[src/rtl/regfile_sb_if.sv]
// Purpose: bundles the read, issue and writeback signals of the scoreboarded register file.
// Latency: wiring only.
// Backpressure: issue_block flows back to the issuer; reads and writebacks are never stalled.
// Ports (master = pipeline side, slave = register file side):
//   rs1/rs2 -> data1/data2, busy1/busy2, hazard  : operand read and RAW hazard
//   issue_valid, issue_rd -> issue_block         : destination reservation
//   wb_valid, wb_rd, wb_data                      : writeback
interface regfile_sb_if #(
  parameter int XLEN = 32,
  parameter int AW   = 5
);
  logic [AW-1:0]   rs1;
  logic [AW-1:0]   rs2;
  logic [XLEN-1:0] data1;
  logic [XLEN-1:0] data2;
  logic            busy1;
  logic            busy2;
  logic            hazard;
  logic            issue_valid;
  logic [AW-1:0]   issue_rd;
  logic            issue_block;
  logic            wb_valid;
  logic [AW-1:0]   wb_rd;
  logic [XLEN-1:0] wb_data;

  modport master (
    output rs1, rs2, issue_valid, issue_rd, wb_valid, wb_rd, wb_data,
    input  data1, data2, busy1, busy2, hazard, issue_block
  );

  modport slave (
    input  rs1, rs2, issue_valid, issue_rd, wb_valid, wb_rd, wb_data,
    output data1, data2, busy1, busy2, hazard, issue_block
  );
endinterface

[src/rtl/regfile_sb.sv]
// Purpose: 2R/1W integer register file with writeback-to-read bypass and pending-write scoreboard.
// Latency: reads are combinational; writes and issue reservations land at the next rising edge.
// Backpressure: issue_block refuses an issue to a still-pending destination (WAW); upstream holds and retries.
// Ports:
//   clk  - single clock, rising edge
//   rst  - synchronous active-high reset, clears every register and pending bit
//   bus  - regfile_sb_if slave: read ports, hazard flags, issue and writeback
module regfile_sb #(
  parameter int XLEN   = 32,
  parameter int NREGS  = 32,
  parameter int BYPASS = 1
) (
  input  logic        clk,
  input  logic        rst,
  regfile_sb_if.slave bus
);

  localparam int AW = $clog2(NREGS);

  logic [XLEN-1:0]  regs_q [NREGS];
  logic [XLEN-1:0]  regs_d [NREGS];
  logic [NREGS-1:0] pending_q;
  logic [NREGS-1:0] pending_d;

  logic wb_we;
  logic hit1;
  logic hit2;
  logic issue_same_wb;
  logic issue_acc;

  // x0 is never a write target, so a writeback to index 0 neither writes nor bypasses.
  assign wb_we = bus.wb_valid && (bus.wb_rd != AW'(0));

  // wb_rd is non-zero whenever wb_we is set, so a hit can never be on x0.
  assign hit1 = (BYPASS != 0) && wb_we && (bus.wb_rd == bus.rs1);
  assign hit2 = (BYPASS != 0) && wb_we && (bus.wb_rd == bus.rs2);

  assign bus.data1 = (bus.rs1 == AW'(0)) ? '0 : (hit1 ? bus.wb_data : regs_q[bus.rs1]);
  assign bus.data2 = (bus.rs2 == AW'(0)) ? '0 : (hit2 ? bus.wb_data : regs_q[bus.rs2]);

  // A bypassed writeback resolves the hazard in the same cycle.
  assign bus.busy1  = pending_q[bus.rs1] & ~hit1;
  assign bus.busy2  = pending_q[bus.rs2] & ~hit2;
  assign bus.hazard = bus.busy1 | bus.busy2;

  // A writeback to the same register this cycle retires the older producer, so the new issue may proceed.
  assign issue_same_wb   = bus.wb_valid && (bus.wb_rd == bus.issue_rd);
  assign bus.issue_block = bus.issue_valid && pending_q[bus.issue_rd] && !issue_same_wb;
  assign issue_acc       = bus.issue_valid && !bus.issue_block && (bus.issue_rd != AW'(0));

  always_comb begin
    regs_d    = regs_q;
    pending_d = pending_q;
    if (wb_we) begin
      regs_d[bus.wb_rd]    = bus.wb_data;
      pending_d[bus.wb_rd] = 1'b0;
    end
    // Applied after the clear so a coincident issue to the written register stays pending.
    if (issue_acc) begin
      pending_d[bus.issue_rd] = 1'b1;
    end
  end

  always_ff @(posedge clk) begin
    if (rst) begin
      for (int i = 0; i < NREGS; i++) begin
        regs_q[i] <= '0;
      end
      pending_q <= '0;
    end else begin
      regs_q    <= regs_d;
      pending_q <= pending_d;
    end
  end

endmodule

[src/flat_wrapper.sv]
// flat-port wrapper written by rule: the top's interface ports become plain ports
module regfile_sb_flat 
#(
  parameter int XLEN   = 32,
  parameter int NREGS  = 32,
  parameter int BYPASS = 1
)
  (clk, rst, bus_rs1, bus_rs2, bus_issue_valid, bus_issue_rd, bus_wb_valid, bus_wb_rd, bus_wb_data, bus_data1, bus_data2, bus_busy1, bus_busy2, bus_hazard, bus_issue_block);
  regfile_sb_if #(.XLEN(XLEN), .AW(5)) bus_i ();
  input  logic clk;
  input  logic rst;
  input wire logic [$bits(bus_i.rs1)-1:0] bus_rs1;
  input wire logic [$bits(bus_i.rs2)-1:0] bus_rs2;
  input wire logic [$bits(bus_i.issue_valid)-1:0] bus_issue_valid;
  input wire logic [$bits(bus_i.issue_rd)-1:0] bus_issue_rd;
  input wire logic [$bits(bus_i.wb_valid)-1:0] bus_wb_valid;
  input wire logic [$bits(bus_i.wb_rd)-1:0] bus_wb_rd;
  input wire logic [$bits(bus_i.wb_data)-1:0] bus_wb_data;
  output wire logic [$bits(bus_i.data1)-1:0] bus_data1;
  output wire logic [$bits(bus_i.data2)-1:0] bus_data2;
  output wire logic [$bits(bus_i.busy1)-1:0] bus_busy1;
  output wire logic [$bits(bus_i.busy2)-1:0] bus_busy2;
  output wire logic [$bits(bus_i.hazard)-1:0] bus_hazard;
  output wire logic [$bits(bus_i.issue_block)-1:0] bus_issue_block;
  assign bus_i.rs1 = bus_rs1;
  assign bus_i.rs2 = bus_rs2;
  assign bus_i.issue_valid = bus_issue_valid;
  assign bus_i.issue_rd = bus_issue_rd;
  assign bus_i.wb_valid = bus_wb_valid;
  assign bus_i.wb_rd = bus_wb_rd;
  assign bus_i.wb_data = bus_wb_data;
  assign bus_data1 = bus_i.data1;
  assign bus_data2 = bus_i.data2;
  assign bus_busy1 = bus_i.busy1;
  assign bus_busy2 = bus_i.busy2;
  assign bus_hazard = bus_i.hazard;
  assign bus_issue_block = bus_i.issue_block;
  regfile_sb #(.XLEN(XLEN), .NREGS(NREGS), .BYPASS(BYPASS)) u_core (.clk(clk), .rst(rst), .bus(bus_i));
endmodule
[config.mk]
export PLATFORM = sky130hd
export DESIGN_NAME = regfile_sb_flat
export DESIGN_NICKNAME = d
export VERILOG_FILES = /design/src/rtl/regfile_sb_if.sv /design/src/rtl/regfile_sb.sv /design/src/flat_wrapper.sv
export SDC_FILE = /design/constraint.sdc
export NUM_CORES = 2
export LEC_CHECK = 0
export ABC_AREA = 1
export CAP_MARGIN = 20
export CORE_MARGIN = 4
export CORE_UTILIZATION = 42
export DETAILED_ROUTE_END_ITERATION = 12
export SLEW_MARGIN = 20
export SYNTH_ARGS = -nofsm -noshare
export SYNTH_HDL_FRONTEND = slang
export SYNTH_SLANG_ARGS = --single-unit
[constraint.sdc]
create_clock -name clk -period 1.95 [get_ports clk]
set_clock_uncertainty 0.05 [all_clocks]
set_input_delay 0.2925 -clock clk [delete_from_list [all_inputs] [get_ports clk]]
set_output_delay 0.2925 -clock clk [all_outputs]
set_load 0.05 [all_outputs]
## Word-level counts from Yosys, hierarchy flattened

Cells that the tools add are included.

| storage, ports and cells | value |
|---|---|
| flip-flop bits (word level) | 1,056 |
| input bits | 56 |
| logic and storage cells | 99 |

| operators by class | value |
|---|---|
| magnitude comparators | 10 |
| eq/ne operators | 3 |
| multiplexer cells | 25 |
| bitwise gates (word level) | 11 |
| reduce and logical (&&, ||, !) cells | 17 |

Operators by type and width:

| cell | count |
|---|---|
| bitwise mux 1024 bit | 1 |
| two-way mux 32 bit | 11 |
| binary-select mux 32 bit (select 5 bit) | 2 |
| demux 32 bit (select 5 bit) | 1 |
| AND 32 bit | 1 |
| inverter 32 bit | 1 |
| OR 32 bit | 1 |
| < comparator 5 x 6 -> 1 bit, second input constant | 4 |
| >= comparator 6 bit, second input constant | 3 |
| inverter 5 -> 6 bit | 3 |
| binary-select mux 1 bit (select 5 bit) | 3 |
| equality test 5 bit | 3 |
| logical AND 1 bit | 11 |
| demux 1 bit (select 5 bit) | 2 |
| >= comparator 5 x 1 -> 1 bit, second input constant | 2 |
| logical NOT 5 bit | 2 |
| nonzero test 5 bit | 2 |
| < comparator 6 x 1 -> 1 bit, second input constant | 1 |
| two-way mux 1 bit | 5 |
| AND 1 bit | 2 |
| logical NOT 1 bit | 2 |
| inverter 1 bit | 2 |
| OR 1 bit | 1 |

## Logic depth before layout (Yosys ltp)

| depth | value |
|---|---|
| word-level depth | 9 |
| mapped depth | 14 |

## Least setup slack after synthesis

No wires, ideal clock.

| timing path | value |
|---|---|
| path kind | input -> output |
| start point | in bus_rs1[1] |
| end point | out bus_data1[25] |
| data arrival time | 2,218 ps |
| path slack | -611 ps |
| stages | 10 |
| buffers on the path | 4 |
| cell sequence | buf_2 -> buf_4 -> buf_2 -> buf_1 -> o211ai_1 -> nand3_1 -> nand3_1 -> nand3_1 -> nand3_1 -> a21oi_1 |

| between the ends | value |
|---|---|
| word-level cells in the longest chain between the ends | 6 |
| elaborated cells between the ends (all ways) | 9 |

Ends and longest elaborated chain:

| element | RTL line | text |
|---|---|---|
| start: declaration | flat_wrapper.sv:12 | `input wire logic [$bits(bus_i.rs1)-1:0] bus_rs1;` |
| inverter 5 -> 6 bit (implied by the code) | regfile_sb.sv:38 | `assign bus.data1 = (bus.rs1 == AW'(0)) ? '0 : (hit1 ? bus.wb_data : regs_q[bus.rs1]);` |
| binary-select mux 32 bit (select 5 bit) | regfile_sb.sv:38 |  |
| two-way mux 32 bit (implied by the code) (2 in series) | regfile_sb.sv:38 |  |
| two-way mux 32 bit | regfile_sb.sv:38 |  |
| two-way mux 32 bit (*) | regfile_sb.sv:38 |  |
| end: declaration | flat_wrapper.sv:19 | `output wire logic [$bits(bus_i.data1)-1:0] bus_data1;` |

Mark *: on every way between the ends. The rest lies on a longest branch, timed or not. The select of a mux whose other input is x is not followed.

## Final worst setup path

| timing path | value |
|---|---|
| start point | reg u_core.regs_q[344] (netlist name) |
| end point | out bus_data1[24] |

| between the ends | value |
|---|---|
| word-level cells in the longest chain between the ends | 5 |

Ends and longest elaborated chain:

| element | RTL line | text |
|---|---|---|
| start: declaration | regfile_sb.sv:20 | `logic [XLEN-1:0] regs_q [NREGS];` |
| start signal: assignment | regfile_sb.sv:71 | `regs_q <= regs_d;` |
| binary-select mux 32 bit (select 5 bit) | regfile_sb.sv:38 |  |
| two-way mux 32 bit (implied by the code) (2 in series) | regfile_sb.sv:38 |  |
| two-way mux 32 bit (2 in series) | regfile_sb.sv:38 |  |

No other way between the ends. The select of a mux whose other input is x is not followed.

==> metrics.md <==
| Metric | Value |
|---|---|
| Placer's final routability congestion estimate | `0.9822` |
| Required time of the worst setup path | `1.61 ns` |
| Slack of the critical path | `-0.6866 ns` |
| Chain of cells forming the critical path | `inv_2 -> a21oi_2 -> o21ai_1 -> nand3_1 -> o21ai_2 -> buf_6 -> nand2_4 -> a21oi_2 -> nand2_1 -> nand2_2 -> clkinvlp_4 -> buf_8` |
| Fin nets | `8991` |
| Placement row count | `136` |
| Violated checks | `negative setup slack` |
| Tightest Hold Check Type | `in -> reg` |
| CORE AREA | `137300 um^2` |
| Crit path max fanout | `2` |
| Number of optimization iterations in the first detailed-route pass | `7` |
| DRC Markers | `0` |
| Nets in the synthesized netlist | `8744` |
| Category of cells accounting for the largest share of critical-path delay | `buffers and inverters` |
| Final Routed Wirelength | `277800 um` |
| Largest vdd supply drop | `0.7146 mV` |
| Maximum clock rate | `0.3793 GHz` |
| Clock insertion delay at the later pin of the skew report | `0.75 ns` |
| Number of CTS-inserted buffers | `119` |
| Final cell utilization of the core | `0.5638` |
| Sequential-to-total area share from yosys stat | `0.3643` |
| Kind of critical path | `reg -> out` |
| Final-report max-slew violation count | `0` |
| Leading cell type in the layout, fill and taps excluded | `sky130_fd_sc_hd__nand2_1` |
| X dimension of the die | `379.7 um` |
| Post-route cell area | `77420 um^2` |
| Starting DRC count in detailed routing | `9136` |
| Max H-tree Level | `3` |
| Via count of the first global-routing pass | `60896` |
| Final Hold Fails | `0` |
| Clock tree from TritonCTS | `yes` |
| Master of the slowest instance on the critical path | `sky130_fd_sc_hd__dfxtp_2` |
| I/O pin cnt | `124` |
| Layout cell share with drive strength beyond 1 | `0.2634` |
| Arrival @ worst endpoint | `2.29 ns` |
| Maximum cell stage delay along the critical path | `0.31 ns` |
| Post-layout instance count excluding filler cells | `10832` |
| Routed via count divided by cell count | `6.168` |
| Power per Cell Area | `720.2 nW/um^2` |
| Area of the mapped netlist | `58030 um^2` |
| Final HPWL DP | `182900 um` |
| Number of flops mapped to enable cells by yosys | `0` |
| Crit path capture type | `output port` |
| Die Area | `144200 um^2` |
| Startpoint kind of the worst setup timing path | `flip-flop` |
| Overall via count from detail_route | `66807` |
| Die boundary height | `379.7 um` |
| Post-DR wirelength/cell | `25.64 um` |
| Top FF cell, synth | `sky130_fd_sc_hd__dfxtp_1` |
| Number of filler cells placed in the layout | `12656` |
| Buffering stage count on the worst path with inverters included | `4` |
| Clock input transition at the sequential cells of the worst setup and hold paths | `0.06 ns` |
| Setup repair after global routing missed its margin | `true` |
| Final Critical Period | `2.637 ns` |
| Buffer type at the clock tree root | `sky130_fd_sc_hd__clkbuf_16` |
| Global-route wire length before repair | `405000 um` |
| Total global routing overflow | `0` |
| Placement Cell Area | `69680 um^2` |
| Count of clock tree sinks | `1056` |
| Aggregate negative setup slack | `-35.26 ns` |
| GRT Total Usage | `0.3663` |
| Largest net degree at the start of global routing | `72` |
| Share of the clock period used by the worst path after layout | `1.352` |
| Signed area change from the synthesized netlist to the final layout | `33.40%` |
| Final count of negative-setup-slack endpoints | `68` |
| Pin slew with the least headroom to its limit | `0.8076 ns` |
| Top cell by count, worst path | `sky130_fd_sc_hd__a21oi_2` |
| Result of the run | `finished with violations` |
| Antenna Violating Nets Remaining | `0` |
| Total placed cells including tap cells | `10584` |
| Commonest non-fill, non-tap cells in the layout | `sky130_fd_sc_hd__nand2_1 (1405), sky130_fd_sc_hd__dfxtp_1 (893), sky130_fd_sc_hd__a21oi_1 (827), sky130_fd_sc_hd__nor2_1 (703), sky130_fd_sc_hd__nand3_1 (661)` |
| Synthesized area per cell | `6.680 um^2` |
| Number of warnings issued by yosys | `0` |
| Share of flip-flops with an asynchronous set or reset after synthesis | `0` |
| Slew headroom | `0.4598` |
| Max Root-Sink Buffers | `3` |
| Netlist cell types | `36` |
| Initial core utilization | `0.4226` |
| Antenna violations before repair | `9` |
| Post-Syn Instances | `8688` |
| Synthesis-stage register bit count | `1056` |
| Max_cap viols | `0` |
| Power Total | `0.05576 W` |
| Port-buffer cells | `123` |
| Leakage dissipation | `28.39 nW` |
## sequential cells by signal, indices dropped and copies added, names as in the netlist
signal            flops
u_core.pending_q     32
u_core.regs_q      1024
## power by group
part	internal, W	switching (W)	total (W)
logic	0.00412	0.00719	0.0113
clock network	0.0127	0.00979	0.0225
registers	0.0218	0.000110	0.0219
total	0.0387	0.0171	0.0558
## cell usage after synthesis (2+ instances only)
cell type | instances | area (um^2)
sky130_fd_sc_hd__o211a_1 | 4 | 40.04
sky130_fd_sc_hd__buf_6 | 2 | 22.52
sky130_fd_sc_hd__dfxtp_1 | 1056 | 21140
sky130_fd_sc_hd__buf_2 | 226 | 1131
sky130_fd_sc_hd__inv_2 | 21 | 78.83
sky130_fd_sc_hd__o21ai_0 | 661 | 3308
sky130_fd_sc_hd__o211ai_1 | 470 | 3528
sky130_fd_sc_hd__xor2_1 | 4 | 35.03
sky130_fd_sc_hd__a31oi_1 | 2 | 12.51
sky130_fd_sc_hd__o22ai_1 | 5 | 31.28
sky130_fd_sc_hd__nand4_1 | 59 | 369.1
sky130_fd_sc_hd__a211oi_1 | 451 | 3386
sky130_fd_sc_hd__inv_1 | 615 | 2308
sky130_fd_sc_hd__buf_4 | 12 | 90.09
sky130_fd_sc_hd__nor2_4 | 4 | 45.04
sky130_fd_sc_hd__clkbuf_1 | 554 | 2079
sky130_fd_sc_hd__nand2_1 | 1501 | 5634
sky130_fd_sc_hd__nand3_1 | 948 | 4745
sky130_fd_sc_hd__nand3_2 | 2 | 20.02
sky130_fd_sc_hd__nor2_1 | 714 | 2680
sky130_fd_sc_hd__o221ai_1 | 8 | 70.07
sky130_fd_sc_hd__nor3_1 | 51 | 255.2
sky130_fd_sc_hd__nor2_2 | 9 | 56.30
sky130_fd_sc_hd__buf_1 | 128 | 480.5
sky130_fd_sc_hd__clkinv_1 | 6 | 22.52
sky130_fd_sc_hd__a211oi_2 | 70 | 875.8
sky130_fd_sc_hd__a21oi_1 | 1090 | 5455
sky130_fd_sc_hd__nand2_4 | 2 | 22.52
sky130_fd_sc_hd__clkbuf_2 | 4 | 20.02
sky130_fd_sc_hd__xnor2_1 | 3 | 26.28
## cell type report
type	count	area, um^2	area share
Multi-Input combinational cell	6064	34870	0.4504
Sequential cell	1056	21350	0.2757
Timing Repair Buffer	1052	12680	0.1638
Clock buffer	181	3481	0.04496
Inverter	642	2465	0.03184
Tap cell	1794	2245	0.02899
Clock inverter	34	314.1	0.004057
Antenna cell	9	22.52	0.0002909
## kinds of logic (layout without fill, tap and decap cells)
family,after synthesis,count (layout),share of synthesized area
DFF,1056,1056,0.3643
buffers and inverters,1568,1909,0.1074
xor gates and xnor gates,7,7,0.001056
AOI/OAI and AO/OA,2763,2763,0.2882
other,0,9,0
and+or+nand+nor,3294,3294,0.2391
## worst reg2reg max path, stage by stage, from the launching register on
cell and delay, ns:
sky130_fd_sc_hd__dfxtp_2 0.34, sky130_fd_sc_hd__buf_6 0.12, sky130_fd_sc_hd__nand2_2 0.05, sky130_fd_sc_hd__o21ai_2 0.05, sky130_fd_sc_hd__nand2_1 0.07, sky130_fd_sc_hd__nand2_1 0.06
sky130_fd_sc_hd__nand2_1 0.06, sky130_fd_sc_hd__nand2_1 0.05, sky130_fd_sc_hd__nor2_1 0.09, sky130_fd_sc_hd__nand2_1 0.09, sky130_fd_sc_hd__nand2_2 0.10, sky130_fd_sc_hd__buf_4 0.13
sky130_fd_sc_hd__buf_6 0.19, sky130_fd_sc_hd__nand3_1 0.17, sky130_fd_sc_hd__a21oi_1 0.15
## layer usage
metal | track usage | part of all wire
met4 | 0.1941 | 0.064
met1 | 0.4786 | 0.39
met3 | 0.1155 | 0.13
met5 | 0 | 0.000058
met2 | 0.5383 | 0.42
## what timing repair did
item                                    in CTS  in global routing
setup buffers                               27                 13
hold endpoints to repair                    48                  0
pin swaps                                  386                386
gates resized for setup                    863                594
hold buffers                                 2                  0
gates cloned                                 5                  0
endpoints found under the setup margin      68                 89
## per-stage QoR
stage	hold WS (ns)	worst slack, ns
floorplan	0.3598	-0.2403
global placement	0.3677	-0.8005
detailed placement	0.3706	-0.7604
CTS	0.1611	-0.6668
global route	0.2164	-0.7899
finish	0.2015	-0.6866
## path summary, 6_finish.rpt
check	from	to	slack (ns)	depth (start not counted)
worst max-delay path	u_core.regs_q[344]	bus_data1[24]	-0.69	12
worst min-delay path	bus_wb_data[3]	u_core.regs_q[99]	0.20	5
worst max register to register	u_core.pending_q[1]	u_core.pending_q[10]	0.11	14
worst min register to register	u_core.regs_q[1003]	u_core.regs_q[1003]	0.39	2
Power figures use the tool's default switching activity.
